==> src/rtl/gshare_branch_predictor.sv <==
`default_nettype none
// +----------------------------------------------------------------------------+
// | gshare_branch_predictor: two-lane gshare PHT + tagged BTB, speculative GHR |
// | Optional statistics counters enabled with macro BPU_STATS_EN.              |
// | Revision: 1.0                                                              |
// +----------------------------------------------------------------------------+
module gshare_branch_predictor #(
  parameter int PC_W   = 9,
  parameter int IDX_W  = 6,
  parameter int HIST_W = 6,
  parameter int TAG_W  = 3
) (
  input  logic              clk,
  input  logic              reset,
  output logic              busy_o,
  input  logic              fetch_valid_i,
  input  logic [PC_W-1:0]   pc0_i,
  input  logic [PC_W-1:0]   pc1_i,
  output logic              pred_taken0_o,
  output logic              pred_taken1_o,
  output logic [PC_W-1:0]   pred_target0_o,
  output logic [PC_W-1:0]   pred_target1_o,
  output logic [HIST_W-1:0] pred_hist0_o,
  output logic [HIST_W-1:0] pred_hist1_o,
  input  logic              upd_valid0_i,
  input  logic              upd_valid1_i,
  input  logic [PC_W-1:0]   upd_pc0_i,
  input  logic [PC_W-1:0]   upd_pc1_i,
  input  logic [HIST_W-1:0] upd_hist0_i,
  input  logic [HIST_W-1:0] upd_hist1_i,
  input  logic              upd_taken0_i,
  input  logic              upd_taken1_i,
  input  logic [PC_W-1:0]   upd_target0_i,
  input  logic [PC_W-1:0]   upd_target1_i,
  input  logic              upd_mispred0_i,
  input  logic              upd_mispred1_i
`ifdef BPU_STATS_EN
  ,
  output logic [15:0]       br_count_o,
  output logic [15:0]       mispred_count_o
`endif
);

  localparam int DEPTH = 1 << IDX_W;

  logic [1:0]        pht        [DEPTH];
  logic [DEPTH-1:0]  btb_valid;
  logic [TAG_W-1:0]  btb_tag    [DEPTH];
  logic [PC_W-1:0]   btb_target [DEPTH];
  logic [HIST_W-1:0] ghr;
  logic [IDX_W-1:0]  init_idx;

  function automatic logic [1:0] step(input logic [1:0] c, input logic t);
    if (t) return (c == 2'b11) ? c : c + 2'b01;
    else   return (c == 2'b00) ? c : c - 2'b01;
  endfunction

  logic [IDX_W-1:0]  bidx0, bidx1, pidx0, pidx1;
  logic              hit0, hit1, take0, take1;
  logic [HIST_W-1:0] h1, ghr_spec;

  assign bidx0 = pc0_i[IDX_W-1:0];
  assign bidx1 = pc1_i[IDX_W-1:0];
  assign pidx0 = bidx0 ^ IDX_W'(ghr);
  assign hit0  = btb_valid[bidx0] && (btb_tag[bidx0] == pc0_i[IDX_W+TAG_W-1:IDX_W]);
  assign take0 = !busy_o && hit0 && pht[pidx0][1];

  // Lane 1 sees lane 0's predicted outcome folded into its history
  assign h1    = hit0 ? {ghr[HIST_W-2:0], take0} : ghr;
  assign pidx1 = bidx1 ^ IDX_W'(h1);
  assign hit1  = btb_valid[bidx1] && (btb_tag[bidx1] == pc1_i[IDX_W+TAG_W-1:IDX_W]);
  assign take1 = !busy_o && !take0 && hit1 && pht[pidx1][1];

  assign ghr_spec = (hit1 && !take0) ? {h1[HIST_W-2:0], take1} : h1;

  assign pred_taken0_o  = take0;
  assign pred_taken1_o  = take1;
  assign pred_target0_o = take0 ? btb_target[bidx0] : pc0_i + PC_W'(1);
  assign pred_target1_o = take1 ? btb_target[bidx1] : pc1_i + PC_W'(1);
  assign pred_hist0_o   = busy_o ? '0 : ghr;
  assign pred_hist1_o   = busy_o ? '0 : h1;

  logic [IDX_W-1:0] uidx0, uidx1, ubidx0, ubidx1;
  logic             mis0, mis1;

  assign ubidx0 = upd_pc0_i[IDX_W-1:0];
  assign ubidx1 = upd_pc1_i[IDX_W-1:0];
  assign uidx0  = ubidx0 ^ IDX_W'(upd_hist0_i);
  assign uidx1  = ubidx1 ^ IDX_W'(upd_hist1_i);
  assign mis0   = upd_valid0_i && upd_mispred0_i;
  assign mis1   = upd_valid1_i && upd_mispred1_i;

  always_ff @(posedge clk or posedge reset) begin
    if (reset) begin
      ghr      <= '0;
      init_idx <= '0;
      busy_o   <= 1'b1;
    end else if (busy_o) begin
      init_idx <= init_idx + IDX_W'(1);
      if (init_idx == IDX_W'(DEPTH - 1)) busy_o <= 1'b0;
    end else if (mis0) begin
      ghr <= {upd_hist0_i[HIST_W-2:0], upd_taken0_i};
    end else if (mis1) begin
      ghr <= {upd_hist1_i[HIST_W-2:0], upd_taken1_i};
    end else if (fetch_valid_i) begin
      ghr <= ghr_spec;
    end
  end

  // Arrays carry no reset; the init sweep clears them one entry per cycle
  always_ff @(posedge clk) begin
    if (busy_o) begin
      pht[init_idx]       <= 2'b01;
      btb_valid[init_idx] <= 1'b0;
    end else begin
      if (upd_valid0_i && upd_valid1_i && (uidx0 == uidx1)) begin
        pht[uidx0] <= step(step(pht[uidx0], upd_taken0_i), upd_taken1_i);
      end else begin
        if (upd_valid0_i) pht[uidx0] <= step(pht[uidx0], upd_taken0_i);
        if (upd_valid1_i) pht[uidx1] <= step(pht[uidx1], upd_taken1_i);
      end
      if (upd_valid0_i && upd_taken0_i) begin
        btb_valid[ubidx0]  <= 1'b1;
        btb_tag[ubidx0]    <= upd_pc0_i[IDX_W+TAG_W-1:IDX_W];
        btb_target[ubidx0] <= upd_target0_i;
      end
      if (upd_valid1_i && upd_taken1_i) begin
        btb_valid[ubidx1]  <= 1'b1;
        btb_tag[ubidx1]    <= upd_pc1_i[IDX_W+TAG_W-1:IDX_W];
        btb_target[ubidx1] <= upd_target1_i;
      end
    end
  end

`ifdef BPU_STATS_EN
  function automatic logic [15:0] sat_add(input logic [15:0] c, input logic [1:0] inc);
    logic [16:0] s;
    s = {1'b0, c} + 17'(inc);
    return s[16] ? 16'hFFFF : s[15:0];
  endfunction

  logic [1:0] n_upd, n_mis;
  assign n_upd = {1'b0, upd_valid0_i} + {1'b0, upd_valid1_i};
  assign n_mis = {1'b0, mis0} + {1'b0, mis1};

  always_ff @(posedge clk or posedge reset) begin
    if (reset) begin
      br_count_o      <= '0;
      mispred_count_o <= '0;
    end else if (busy_o) begin
      br_count_o      <= '0;
      mispred_count_o <= '0;
    end else begin
      br_count_o      <= sat_add(br_count_o, n_upd);
      mispred_count_o <= sat_add(mispred_count_o, n_mis);
    end
  end
`endif

endmodule
`default_nettype wire

==> config.mk <==
export PLATFORM = sky130hd
export DESIGN_NAME = gshare_branch_predictor
export DESIGN_NICKNAME = d
export VERILOG_FILES = /design/src/rtl/gshare_branch_predictor.sv
export SDC_FILE = /design/constraint.sdc
export NUM_CORES = 2
export LEC_CHECK = 0
export BUFFER_PORTS_ARGS = -buffer_cell sky130_fd_sc_hd__buf_2
export CAP_MARGIN = 40
export CORE_UTILIZATION = 64
export CTS_CLUSTER_DIAMETER = 50
export DETAILED_ROUTE_END_ITERATION = 6
export PLACE_DENSITY = 0.87
export SYNTH_ARGS = -nofsm -noshare
export SYNTH_HDL_FRONTEND = slang
export SYNTH_SLANG_ARGS = --single-unit
export TNS_END_PERCENT = 10
==> constraint.sdc <==
create_clock -name clk -period 9.6 [get_ports clk]
set_clock_uncertainty 0.05 [all_clocks]
set_input_delay 2.4 -clock clk [delete_from_list [all_inputs] [get_ports clk]]
set_output_delay 2.4 -clock clk [all_outputs]
set_load 0.02 [all_outputs]
==> summary.md <==
| Metric | Value |
|---|---|
| Outcome | finished, violations left |
| Failing checks | DRC, setup timing |
| GRT overflow | 0 |
| Maximum clock frequency | a little over 100 MHz |
| Ys async rst share | between 1 and 1.5% |
| Synthesized area | 0.06005 mm^2 |
| Crit path time final | 9.861 ns |
| Total CTS buffers | 111 |
| Final WS setup | -0.2615 ns |
| CTS Root Cell | clkbuf_16 |
| Largest net degree at the start of global routing | 79 |
| Max-cap violation count | 0 |
| RSZ-0062 raised after global routing | yes |
| Clk pwr share | 38.7% |
| DP Wirelength | 142000 um |
| Fin crit share | 102.7% |
| Comb pwr share | 18.9% |
| Fin. Hold Viols | 0 |
| Power Dens Cells | 167.5 mW/mm^2 |
| Synth warn | 0 |
| Net Sw Power | 3.132 mW |
| Non-filler instance count after layout | roughly 5400 |
| Vias in the first global route | 43590 |
| Hold_sp | btb_valid[61] |
| Share of layout cells above drive strength 1 | 47.82% |
| Port bufs | about 110 |
| Drt drc | roughly 110 |
| HP Class | flop to flop |
| Post-synthesis cell count | 4062 |
| CTS tree | done |
| Crit path max-delay family | simple AND/OR/NAND/NOR gates |
| EDFF count, synth | 896 |
| GRT Total Usage | 46.16% |
| Sw Share | 27.86% |
| Tightest Pin Transition | around 1.0 ns |
| Leak | roughly 22 nW |
| Initial antenna violation count | 21 |
| Final Max Tran Viols | 0 |
| Die width | between 300 and 400 um |
| Syn Nets | 4140 |
| Setup slack, reg-to-reg | 4.46 ns |
| Boundary Pins | 108 |
| # placed instances | 5222 |
| Initial Utilization | 65.02% |
| Finished Core Util | roughly 73% |
| Maximum vdd drop | 152.6 uV |
| Sink Count | 973 |
| DR iter-0 viols | about 8400 |
| Commonest cells in the netlist | 896 x edfxtp_1, 768 x mux2_2, 577 x mux4_2 |
| Syn_area_per_cell | approximately 15 um^2 |
| Antenna viol nets, final | 0 |
| CP max stage delay | 0.52 ns |
| Detail-routed net length per standard cell | 40.02 um |
| First-pass GRT wire length | between 300000 and 400000 um |
| Main area contributors after synthesis | edfxtp_1 45%, mux4_2 22%, mux2_2 14%, mux2i_1 3.0%, clkbuf_1 2.2% |
| Pre-Repair DR Iteration Count | 7 |
| Via count | 44460 |
| Die H | 308.3 um |
| Critical path required time | 7.15 ns |
| Core area | 0.09236 mm^2 |
| # fillers | 5457 |
| Slowest-stage cell, CP | or4_4 |
| Final setup fails | 9 |
| #FFs+latches synth | between 900 and 1000 |
| Int Power | 8.108 mW |
| Critical path type | input port to output pin |
| Worst hold path cell count | 1 |
| Most frequent cell after synthesis | edfxtp_1 |
| Cell accounting for the most synthesized area | edfxtp_1 |
| R2R cell count | 17 |
| Critical Path Fanout Max | 8 |
| Crit Reg-Reg Endpoint | ghr[0] |
| Routability cong. | 1.040 |
| Seq/Total Area, Yosys | 47.48% |
| Nets | 4184 |
| WL final | between 200000 and 250000 um |
| Final total power | 11.24 mW |
| Startpoint class of the critical path | input port |
| Synth-to-layout area growth | 11.73% |
| Rel. slew slack | 31.19% |
| Routed vias/inst | around 8.2 |
| Row cnt | 111 |
| Hold endpoint | btb_valid[61] |
| H-tree levels | 3 |
| Clk slew on worst S/H paths | 0.06 ns |
| Reg-to-reg startpoint | btb_tag[60][0] |
| DIE AREA | 0.09506 mm^2 |
| CP endpoint kind | output pin |
| Top FF cell, synth | edfxtp_1 |
| Worst Path Arrival | 7.41 ns |
| Worst Path Buf+Inv | 4 |
| Crit-path cells | buf_8 > mux2_4 > or3_1 > and4b_2 > or4_4 > a221o_1 > and2_4 > or3_4 > a21boi_4 > xnor2_4 > clkbuf_16 > mux2i_1 > a22oi_1 > and3_1 > a311oi_2 > a221oi_4 > buf_12 > mux2_4 > buf_6 |
| Critical path's most frequent cell | mux2_4 |
| Area fraction of the dominant cell type after synthesis | 44.80% |
| Clock buffer depth | 3 |
| Clk_lat worst skew | 0.73 ns |
| Synth cell types | 81 |
| Seq pwr share | 42.4% |
[worst max path at each step]
stage / start / slack (ns) / endpoint / cells after the start
after floorplan: pc0_i[0] / 0.21 / pred_target1_o[0] / 18
after global placement: pc0_i[0] / -0.30 / pred_target1_o[5] / 21
after detailed placement: pc0_i[0] / -0.35 / pred_target1_o[4] / 21
after CTS: pc0_i[1] / -0.13 / pred_target1_o[2] / 20
after global routing: pc0_i[2] / -0.28 / pred_target1_o[2] / 20
final: pc0_i[2] / -0.26 / pred_target1_o[2] / 19
[per-stage QoR]
stage / setup TNS, ns / hold WS [ns] / instance area, um^2 / setup slack [ns]
2_1_floorplan: 0 / 0.3893 / 60050 / 0.2120
3_3_place_gp: -2.499 / 0.4127 / 62440 / -0.2990
3_5_place_dp: -2.965 / 0.4145 / 62950 / -0.3520
4_1_cts: -0.9946 / 0.4276 / 66920 / -0.1278
5_1_grt: -2.293 / 0.4527 / 67080 / -0.2839
6_report: -1.976 / 0.4298 / 67090 / -0.2615
[power groups by stage]
stage               combinational [mW]  sequential [mW]  clock, mW
floorplan                         1.31             4.81          0
global placement                  1.89             4.85          0
detailed placement                1.95             4.85          0
CTS                               2.03             4.76       4.30
global route                      2.18             4.76       4.46
finish                            2.12             4.76       4.35
[flip-flops by register name, summed over array words and instances (netlist names)]
signal	count
btb_target	576
btb_tag	192
pht	128
btb_valid	64
ghr	6
init_idx	6
busy_o	1
[metal layers]
metal	vias to the layer above	wire, um	GRT usage [%]
met3	1405	37630	19.62
met1	21660	65740	55.54
met2	4931	93480	66.97
li1	16450	-	-
met5	-	160	0
met4	20	20970	32.87
[cell type report]
class | instances | area [um^2] | share of cell area, %
inverter | 15 | 57.56 | 0.08578
sequential | 973 | 28510 | 42.50
antenna | 9 | 22.52 | 0.03357
clock buffer | 134 | 2928 | 4.364
timing repair buffer | 411 | 3468 | 5.169
tap | 1243 | 1555 | 2.318
clock inverter | 68 | 732.0 | 1.091
multi-input combinational | 2594 | 29820 | 44.44
[cells in the final DEF, fill, tap and decap left out, types with 90 or more instances in the layout]
cell       count
edfxtp_1     896
mux2_2       766
mux4_2       580
buf_4        253
nand2_1      216
mux2i_1      177
nor2_1       162
o22ai_1      128
clkbuf_16    117
buf_2         92
o21ai_0       90
[cells by family (layout without fill, tap and decap cells)]
group                      after synthesis  after routing  share of synthesized area [%]
and+or+nand+nor                        618            618                          4.763
adders and majority gates                6              6                         0.1125
DFF                                    973            973                          47.48
muxes                                 1540           1540                          39.56
xor gates and xnor gates                62             62                         0.9793
other                                    0              9                              0
buffers and inverters                  495            628                          3.286
AOI/OAI and AO/OA                      368            368                          3.815
[worst reg2reg max path: cells and delay by family (launching register included)]
family | cells | cell delay, ns
compound gates | 6 | 1.26
xor+xnor | 1 | 0.27
buf+inv | 2 | 0.34
flops | 1 | 0.41
mux | 3 | 0.93
simple gates | 5 | 1.76
[what timing repair did]
item                       CTS  global route
pin swaps                   12            14
setup buffers                4             5
cloned                       3             3
gates resized for setup     49            20
setup endpoints to repair   10            10
hold buffers                 0             0
Note: power is estimated with default switching activity, not from simulation.
